===== src/rtl/seg_check_pipe_pkg.sv =====
// Shared descriptor layout, page geometry and stage-B state encoding for seg_check_pipe.
package seg_check_pipe_pkg;

    // Descriptor cache bit positions
    localparam int unsigned DESC_BIT_G    = 55;
    localparam int unsigned DESC_BIT_DB   = 54;
    localparam int unsigned DESC_BIT_P    = 47;
    localparam int unsigned DESC_BIT_CODE = 43;
    localparam int unsigned DESC_BIT_EC   = 42;  // expand-down (data) / conforming (code)
    localparam int unsigned DESC_BIT_RW   = 41;  // writable (data) / readable (code)

    localparam int unsigned PAGE_SIZE = 4096;

    // Segment indices
    localparam int unsigned SEG_ES = 0;
    localparam int unsigned SEG_CS = 1;
    localparam int unsigned SEG_SS = 2;
    localparam int unsigned SEG_DS = 3;
    localparam int unsigned SEG_FS = 4;
    localparam int unsigned SEG_GS = 5;

    typedef enum logic [1:0] {
        StEmpty,
        StOne,
        StSplit0,
        StSplit1
    } stb_state_e;

    typedef struct packed {
        logic [31:0] base;
        logic [31:0] limit;
        logic [31:0] upper;
        logic        present;
        logic        is_code;
        logic        expand_down;
        logic        readable;
        logic        writable;
    } desc_info_t;

endpackage


===== src/rtl/seg_desc_decode.sv =====
// Combinational decode of a 64-bit descriptor cache entry into base, limits and type flags.
module seg_desc_decode
    import seg_check_pipe_pkg::*;
(
    input  logic [63:0] desc,
    output desc_info_t  info
);

    // Field extraction; readable/writable already folded for code vs data
    always_comb begin
        info.base        = {desc[63:56], desc[39:16]};
        info.limit       = desc[DESC_BIT_G] ? {desc[51:48], desc[15:0], 12'hFFF}
                                            : {12'd0, desc[51:48], desc[15:0]};
        info.upper       = {{16{desc[DESC_BIT_DB]}}, 16'hFFFF};
        info.present     = desc[DESC_BIT_P];
        info.is_code     = desc[DESC_BIT_CODE];
        info.expand_down = !desc[DESC_BIT_CODE] && desc[DESC_BIT_EC];
        info.readable    = !desc[DESC_BIT_CODE] || desc[DESC_BIT_RW];
        info.writable    = !desc[DESC_BIT_CODE] && desc[DESC_BIT_RW];
    end

    // S, DPL, accessed and AVL/L bits play no part in the check
    logic unused_desc;
    assign unused_desc = ^{desc[53:52], desc[46:44], desc[40]};

endmodule


===== src/rtl/seg_check_pipe.sv =====
// Two-stage segment checker: stage A snapshots the request and descriptor, stage B checks it
// and emits one or two registered response beats (two when crossing a 4 KiB page).
module seg_check_pipe
    import seg_check_pipe_pkg::*;
#(
    parameter int unsigned NUM_SEG   = 6,
    parameter int unsigned STACK_SEG = SEG_SS,
    parameter int unsigned LEN_W     = 4,
    parameter int unsigned TAG_W     = 4
) (
    input  logic                       clk,
    input  logic                       rst_n,
    input  logic                       flush,
    input  logic [64*NUM_SEG-1:0]      seg_cache,
    input  logic [NUM_SEG-1:0]         seg_cache_valid,
    input  logic                       req_valid,
    output logic                       req_ready,
    input  logic [$clog2(NUM_SEG)-1:0] req_seg,
    input  logic [31:0]                req_offset,
    input  logic [LEN_W-1:0]           req_length,
    input  logic                       req_read,
    input  logic                       req_write,
    input  logic [TAG_W-1:0]           req_tag,
    output logic                       rsp_valid,
    input  logic                       rsp_ready,
    output logic [31:0]                rsp_linear,
    output logic [LEN_W-1:0]           rsp_length,
    output logic                       rsp_last,
    output logic                       rsp_fault_gp,
    output logic                       rsp_fault_ss,
    output logic [TAG_W-1:0]           rsp_tag
);

    localparam int unsigned SEG_W = $clog2(NUM_SEG);

    // Stage A state
    logic             a_valid_q, a_valid_d;
    logic [31:0]      a_offset_q;
    logic [LEN_W-1:0] a_length_q;
    logic             a_read_q, a_write_q;
    logic [TAG_W-1:0] a_tag_q;
    logic [SEG_W-1:0] a_seg_q;
    logic [63:0]      a_desc_q;
    logic             a_dvalid_q;

    logic [63:0] sel_desc;
    logic        sel_dvalid;
    logic        a_capture, a_adv, b_free, b_load, b_beat1;

    // Stage B state
    stb_state_e       state_q, state_d;
    logic [31:0]      rsp_linear_q, b1_linear_q;
    logic [LEN_W-1:0] rsp_length_q, b1_length_q;
    logic             rsp_last_q, rsp_gp_q, rsp_ss_q;
    logic [TAG_W-1:0] rsp_tag_q;

    // Stage B check results
    desc_info_t       info;
    logic             overflow, too_short, kind_bad, fault, split, is_stack;
    logic [31:0]      left, linear;
    logic [12:0]      page_end, first_len13;
    logic [LEN_W-1:0] first_len, second_len;

    // Select the addressed descriptor; out-of-range indices read as an invalid cache
    always_comb begin
        sel_desc   = '0;
        sel_dvalid = 1'b0;
        for (int i = 0; i < NUM_SEG; i++) begin
            if (req_seg == SEG_W'(i)) begin
                sel_desc   = seg_cache[64*i +: 64];
                sel_dvalid = seg_cache_valid[i];
            end
        end
    end

    assign req_ready = !a_valid_q || a_adv;
    assign a_capture = req_valid && req_ready && !flush;

    // Stage A occupancy: flush wins, then capture, then drain into stage B
    always_comb begin
        a_valid_d = a_valid_q;
        if (flush) begin
            a_valid_d = 1'b0;
        end else if (a_capture) begin
            a_valid_d = 1'b1;
        end else if (a_adv) begin
            a_valid_d = 1'b0;
        end
    end

    // Stage A registers: request fields plus descriptor snapshot
    always_ff @(posedge clk or negedge rst_n) begin
        if (!rst_n) begin
            a_valid_q  <= 1'b0;
            a_offset_q <= '0;
            a_length_q <= '0;
            a_read_q   <= 1'b0;
            a_write_q  <= 1'b0;
            a_tag_q    <= '0;
            a_seg_q    <= '0;
            a_desc_q   <= '0;
            a_dvalid_q <= 1'b0;
        end else begin
            a_valid_q <= a_valid_d;
            if (a_capture) begin
                a_offset_q <= req_offset;
                a_length_q <= req_length;
                a_read_q   <= req_read;
                a_write_q  <= req_write;
                a_tag_q    <= req_tag;
                a_seg_q    <= req_seg;
                a_desc_q   <= sel_desc;
                a_dvalid_q <= sel_dvalid;
            end
        end
    end

    seg_desc_decode u_decode (
        .desc (a_desc_q),
        .info (info)
    );

    // Limit, length and permission checks plus page-split geometry
    always_comb begin
        if (info.expand_down) begin
            overflow = (a_offset_q <= info.limit) || (a_offset_q > info.upper);
            left     = info.upper - a_offset_q;
        end else begin
            overflow = a_offset_q > info.limit;
            left     = info.limit - a_offset_q;
        end
        too_short   = ({1'b0, left} + 33'd1) < 33'(a_length_q);
        kind_bad    = (a_read_q && info.is_code && !info.readable) ||
                      (a_write_q && !info.writable);
        fault       = (a_read_q || a_write_q) &&
                      (!(info.present && a_dvalid_q) || overflow || too_short || kind_bad);
        is_stack    = (a_seg_q == SEG_W'(STACK_SEG));
        linear      = info.base + a_offset_q;
        page_end    = {1'b0, linear[11:0]} + 13'(a_length_q);
        split       = !fault && (page_end > 13'(PAGE_SIZE));
        first_len13 = 13'(PAGE_SIZE) - {1'b0, linear[11:0]};
        first_len   = LEN_W'(first_len13);
        second_len  = a_length_q - first_len;
    end

    // FSM state register
    always_ff @(posedge clk or negedge rst_n) begin
        if (!rst_n) begin
            state_q <= StEmpty;
        end else begin
            state_q <= state_d;
        end
    end

    // FSM next state
    always_comb begin
        state_d = state_q;
        if (flush) begin
            state_d = StEmpty;
        end else begin
            unique case (state_q)
                StEmpty: begin
                    if (a_valid_q) state_d = split ? StSplit0 : StOne;
                end
                StOne, StSplit1: begin
                    if (rsp_ready) begin
                        if (a_valid_q) state_d = split ? StSplit0 : StOne;
                        else           state_d = StEmpty;
                    end
                end
                StSplit0: begin
                    if (rsp_ready) state_d = StSplit1;
                end
                default: state_d = StEmpty;
            endcase
        end
    end

    // FSM outputs: response valid and stage handoff strobes
    always_comb begin
        rsp_valid = (state_q != StEmpty);
        b_free    = (state_q == StEmpty) ||
                    (((state_q == StOne) || (state_q == StSplit1)) && rsp_ready);
        a_adv     = a_valid_q && b_free;
        b_load    = a_adv && !flush;
        b_beat1   = (state_q == StSplit0) && rsp_ready && !flush;
    end

    // Response registers: load first beat from stage A, or swap in the held second beat
    always_ff @(posedge clk or negedge rst_n) begin
        if (!rst_n) begin
            rsp_linear_q <= '0;
            rsp_length_q <= '0;
            rsp_last_q   <= 1'b0;
            rsp_gp_q     <= 1'b0;
            rsp_ss_q     <= 1'b0;
            rsp_tag_q    <= '0;
            b1_linear_q  <= '0;
            b1_length_q  <= '0;
        end else if (b_load) begin
            rsp_linear_q <= linear;
            rsp_length_q <= split ? first_len : a_length_q;
            rsp_last_q   <= !split;
            rsp_gp_q     <= fault && !is_stack;
            rsp_ss_q     <= fault && is_stack;
            rsp_tag_q    <= a_tag_q;
            b1_linear_q  <= {linear[31:12] + 20'd1, 12'd0};
            b1_length_q  <= second_len;
        end else if (b_beat1) begin
            rsp_linear_q <= b1_linear_q;
            rsp_length_q <= b1_length_q;
            rsp_last_q   <= 1'b1;
        end
    end

    assign rsp_linear   = rsp_linear_q;
    assign rsp_length   = rsp_length_q;
    assign rsp_last     = rsp_last_q;
    assign rsp_fault_gp = rsp_gp_q;
    assign rsp_fault_ss = rsp_ss_q;
    assign rsp_tag      = rsp_tag_q;

endmodule


===== config.mk =====
export PLATFORM = sky130hd
export DESIGN_NAME = seg_check_pipe
export DESIGN_NICKNAME = d
export VERILOG_FILES = /design/src/rtl/seg_check_pipe_pkg.sv /design/src/rtl/seg_desc_decode.sv /design/src/rtl/seg_check_pipe.sv
export SDC_FILE = /design/constraint.sdc
export NUM_CORES = 1
export LEC_CHECK = 0
export CAP_MARGIN = 20
export CELL_PAD_IN_SITES_DETAIL_PLACEMENT = 1
export CELL_PAD_IN_SITES_GLOBAL_PLACEMENT = 2
export CORE_ASPECT_RATIO = 2
export CORE_UTILIZATION = 29
export DETAILED_ROUTE_END_ITERATION = 6
export PLACE_DENSITY = 0.83
export SETUP_SLACK_MARGIN = 0.4
export SYNTH_ARGS = -nofsm -noshare
export SYNTH_HDL_FRONTEND = slang
export SYNTH_HIERARCHICAL = 1
export SYNTH_SLANG_ARGS = --single-unit

===== constraint.sdc =====
create_clock -name clk -period 5.95 [get_ports clk]
set_clock_uncertainty 0.2 [all_clocks]
set_input_delay 1.19 -clock clk [delete_from_list [all_inputs] [get_ports clk]]
set_output_delay 1.19 -clock clk [all_outputs]
set_load 0.05 [all_outputs]

==> key figures <==
Status
  – Outcome: complete, no violations

Timing
  – Final setup fails: 0
  – Final hold slack: 0.2733 ns
  – Fmax: 0.1840 GHz
  – Slew @ Worst Pin: 1.062 ns
  – Endpoints failing hold: 0
  – Worst setup margin: roughly 0.52 ns
  – Fin crit share: between 90% and 100%
  – Final min period: 5.434 ns
  – Fin. max-slew vios: 0
  – RSZ-0062 raised after global routing: yes
  – Max-slew headroom: 28.98%
  – Setup TNS: 0 ns

Setup path
  – Worst path cell trace: or2_4, inv_2, ha_4, fa_2, and2b_2, o21a_1, o311a_1, a2111oi_4, a32oi_1, buf_4, a21oi_4, buf_4, nand4_1, nand2b_1, or4b_2, nand3_1, nand4_1, o31ai_2, buf_6, a21oi_4, buf_12, nor2_1, o31ai_4
  – CP top delay family: simple AND/OR/NAND/NOR gates
  – Max incr delay on CP: 0.60 ns
  – Critical path endpoint category: flip-flop
  – Worst path slowest cell: or4b_2
  – Worst EP required: 6.06 ns
  – Startpoint types: flip-flop
  – Worst setup path class: reg -> reg
  – Worst path bufs/invs: 5
  – Worst EP arrival: 5.55 ns
  – Crit-path max FO: 8

Power
  – Sw frac: roughly half
  – Final Power: about 8200 uW
  – Clock power frac: between 10% and 20%
  – Psw: 3963 uW
  – Leak: approximately 0.0098 uW
  – P_int: 4266 uW
  – Maximum vdd ir drop: approximately 220 uV
  – Pwr Density: 340.7 nW/um2
  – Sequential power share: 20.7%
  – Combinational power share: 64.8%

Finish
  – Fin area: roughly 24,000 um2
  – Most frequent cells in the layout: clkdlybuf4s50_1 (444), nand2_1 (282), o21ai_0 (193)
  – Most common cell after layout, fill and taps aside: clkdlybuf4s50_1
  – Filler cells: 7,192
  – Area Growth Syn to Fin: 36.06%
  – Share of cells above drive strength 1: 14.79%
  – Nets: 3,157

Synthesis
  – Post-Syn Area: 17,750 um2
  – Ys Warns: 6
  – Gate Count Post-Synth: roughly 2,200
  – Syn_area_per_cell: 8.004 um2

Detailed routing
  – Via count: 18,720
  – Drt wl/cell: 23.70 um
  – Initial drt markers: 800
  – Antenna viol nets, final: 0
  – Total detailed-routing wirelength: 80,640 um
  – DRC: 0
  – DR pass1 iterations: 5
  – Routed vias/inst: 5.500

Placement
  – HPWL Detailed: 67,290 um
  – I/O Buffers: 448
  – Gpl congestion: 0.9082
  – Dpl ws: 0.1746 ns
  – Placed Area: 23,010 um2

Clocking
  – Clk Latency, worst-skew pair: 0.46 ns
  – Reg clk slew, reported paths: 0.07 ns
  – Clock tree buffer depth: 2
  – Clock sink count: between 150 and 200
  – Total CTS buffers: 17
  – Root Buffer: clkbuf_16
  – CTS tree: yes
  – Cts hold-fix bufs: 0
  – CTS H-tree depth: 4

Floorplan
  – Core Area: 60,700 um2
  – Die area: 62,270 um2
  – Core Rows: between 100 and 150
  – Starting Density: 29.25%
  – DIE HEIGHT: 351.9 um
  – Die Wd: between 150 and 200 um
  – Boundary pin count: 485

GRT
  – Global-route wire length before repair: 121,000 um
  – Vias in the first global route: 20,490
  – Largest net degree at the start of global routing: 106
  – Tot GR Track Use: between 20% and 30%
  – GRT overflow: 0
  – Initial antenna violation count: 10

Worst hold path
  – Worst hold path class: reg -> reg

Flow run
  – Max_cap viols: 0
==> registers in the layout, summed over array words and instances, names as in the netlist, 20 cells and up <==
register / cells
a_desc_q: 58
a_offset_q: 32
b1_linear_q: 20
rsp_linear: 32
==> path summary, 6_finish.rpt <==
check                           startpoint              end  slack [ns]  cells after the start
max                            a_desc_q[0]    rsp_length[2]        0.52                     23
min                        b1_linear_q[25]  b1_linear_q[25]        0.27                      2
max reg2reg                    a_desc_q[0]    rsp_length[2]        0.52                     23
min reg2reg                b1_linear_q[25]  b1_linear_q[25]        0.27                      2
max in group asynchronous            rst_n     a_desc_q[55]        3.94                      2
min in group asynchronous            rst_n   rsp_linear[20]        0.51                      1
==> power by group through the flow <==
stage | registers (uW) | clock network [uW] | logic, uW
after detailed placement | 1730 | 0 | 5080
after CTS | 1710 | 1220 | 5140
after global placement | 1720 | 0 | 4950
final | 1710 | 1190 | 5330
after global routing | 1740 | 1260 | 5760
after floorplan | 2020 | 0 | 2900
==> layer usage <==
metal / GRT usage, % / part of all wire (%) / routed length (um)
met4: 15.27 / 6.3 / 5085
met2: 50.87 / 55 / 44330
met3: 3.299 / 4.1 / 3292
met5: 0 / 0.077 / 62
met1: 24.62 / 35 / 27870
==> per-stage QoR <==
step,cells,util [%]
2_1_floorplan,2233,-
3_3_place_gp,3351,37.88
3_5_place_dp,3352,37.91
4_1_cts,3384,39.00
5_1_grt,3401,39.78
6_report,3403,39.79
==> repair_timing <==
item / 4_1_cts / 5_1_grt
setup buffers: 0 / 12
gates resized for setup: 14 / 89
pin swaps: 0 / 23
endpoints found under the setup margin: 9 / 15
endpoints found under the hold margin: 0 / 0
==> layout make-up <==
type                    instances  area [um2]  share of cell area [%]
diodes                          7       17.52                 0.07252
clock buffers                  19       452.9                   1.875
clock inverters                13       168.9                  0.6993
inverters                      68       255.2                   1.057
multi-input cells            1784       12560                   51.99
flip-flops and latches        174        4355                   18.03
well taps                     780       975.9                   4.041
repair buffers                558        5370                   22.23
==> tightest hold or removal path, cell delays in order, from the launching register on <==
cell and delay [ns]:
dfrtp_1 0.33, nand2_1 0.05, nand2_1 0.06
Power figures use the tool's default switching activity.
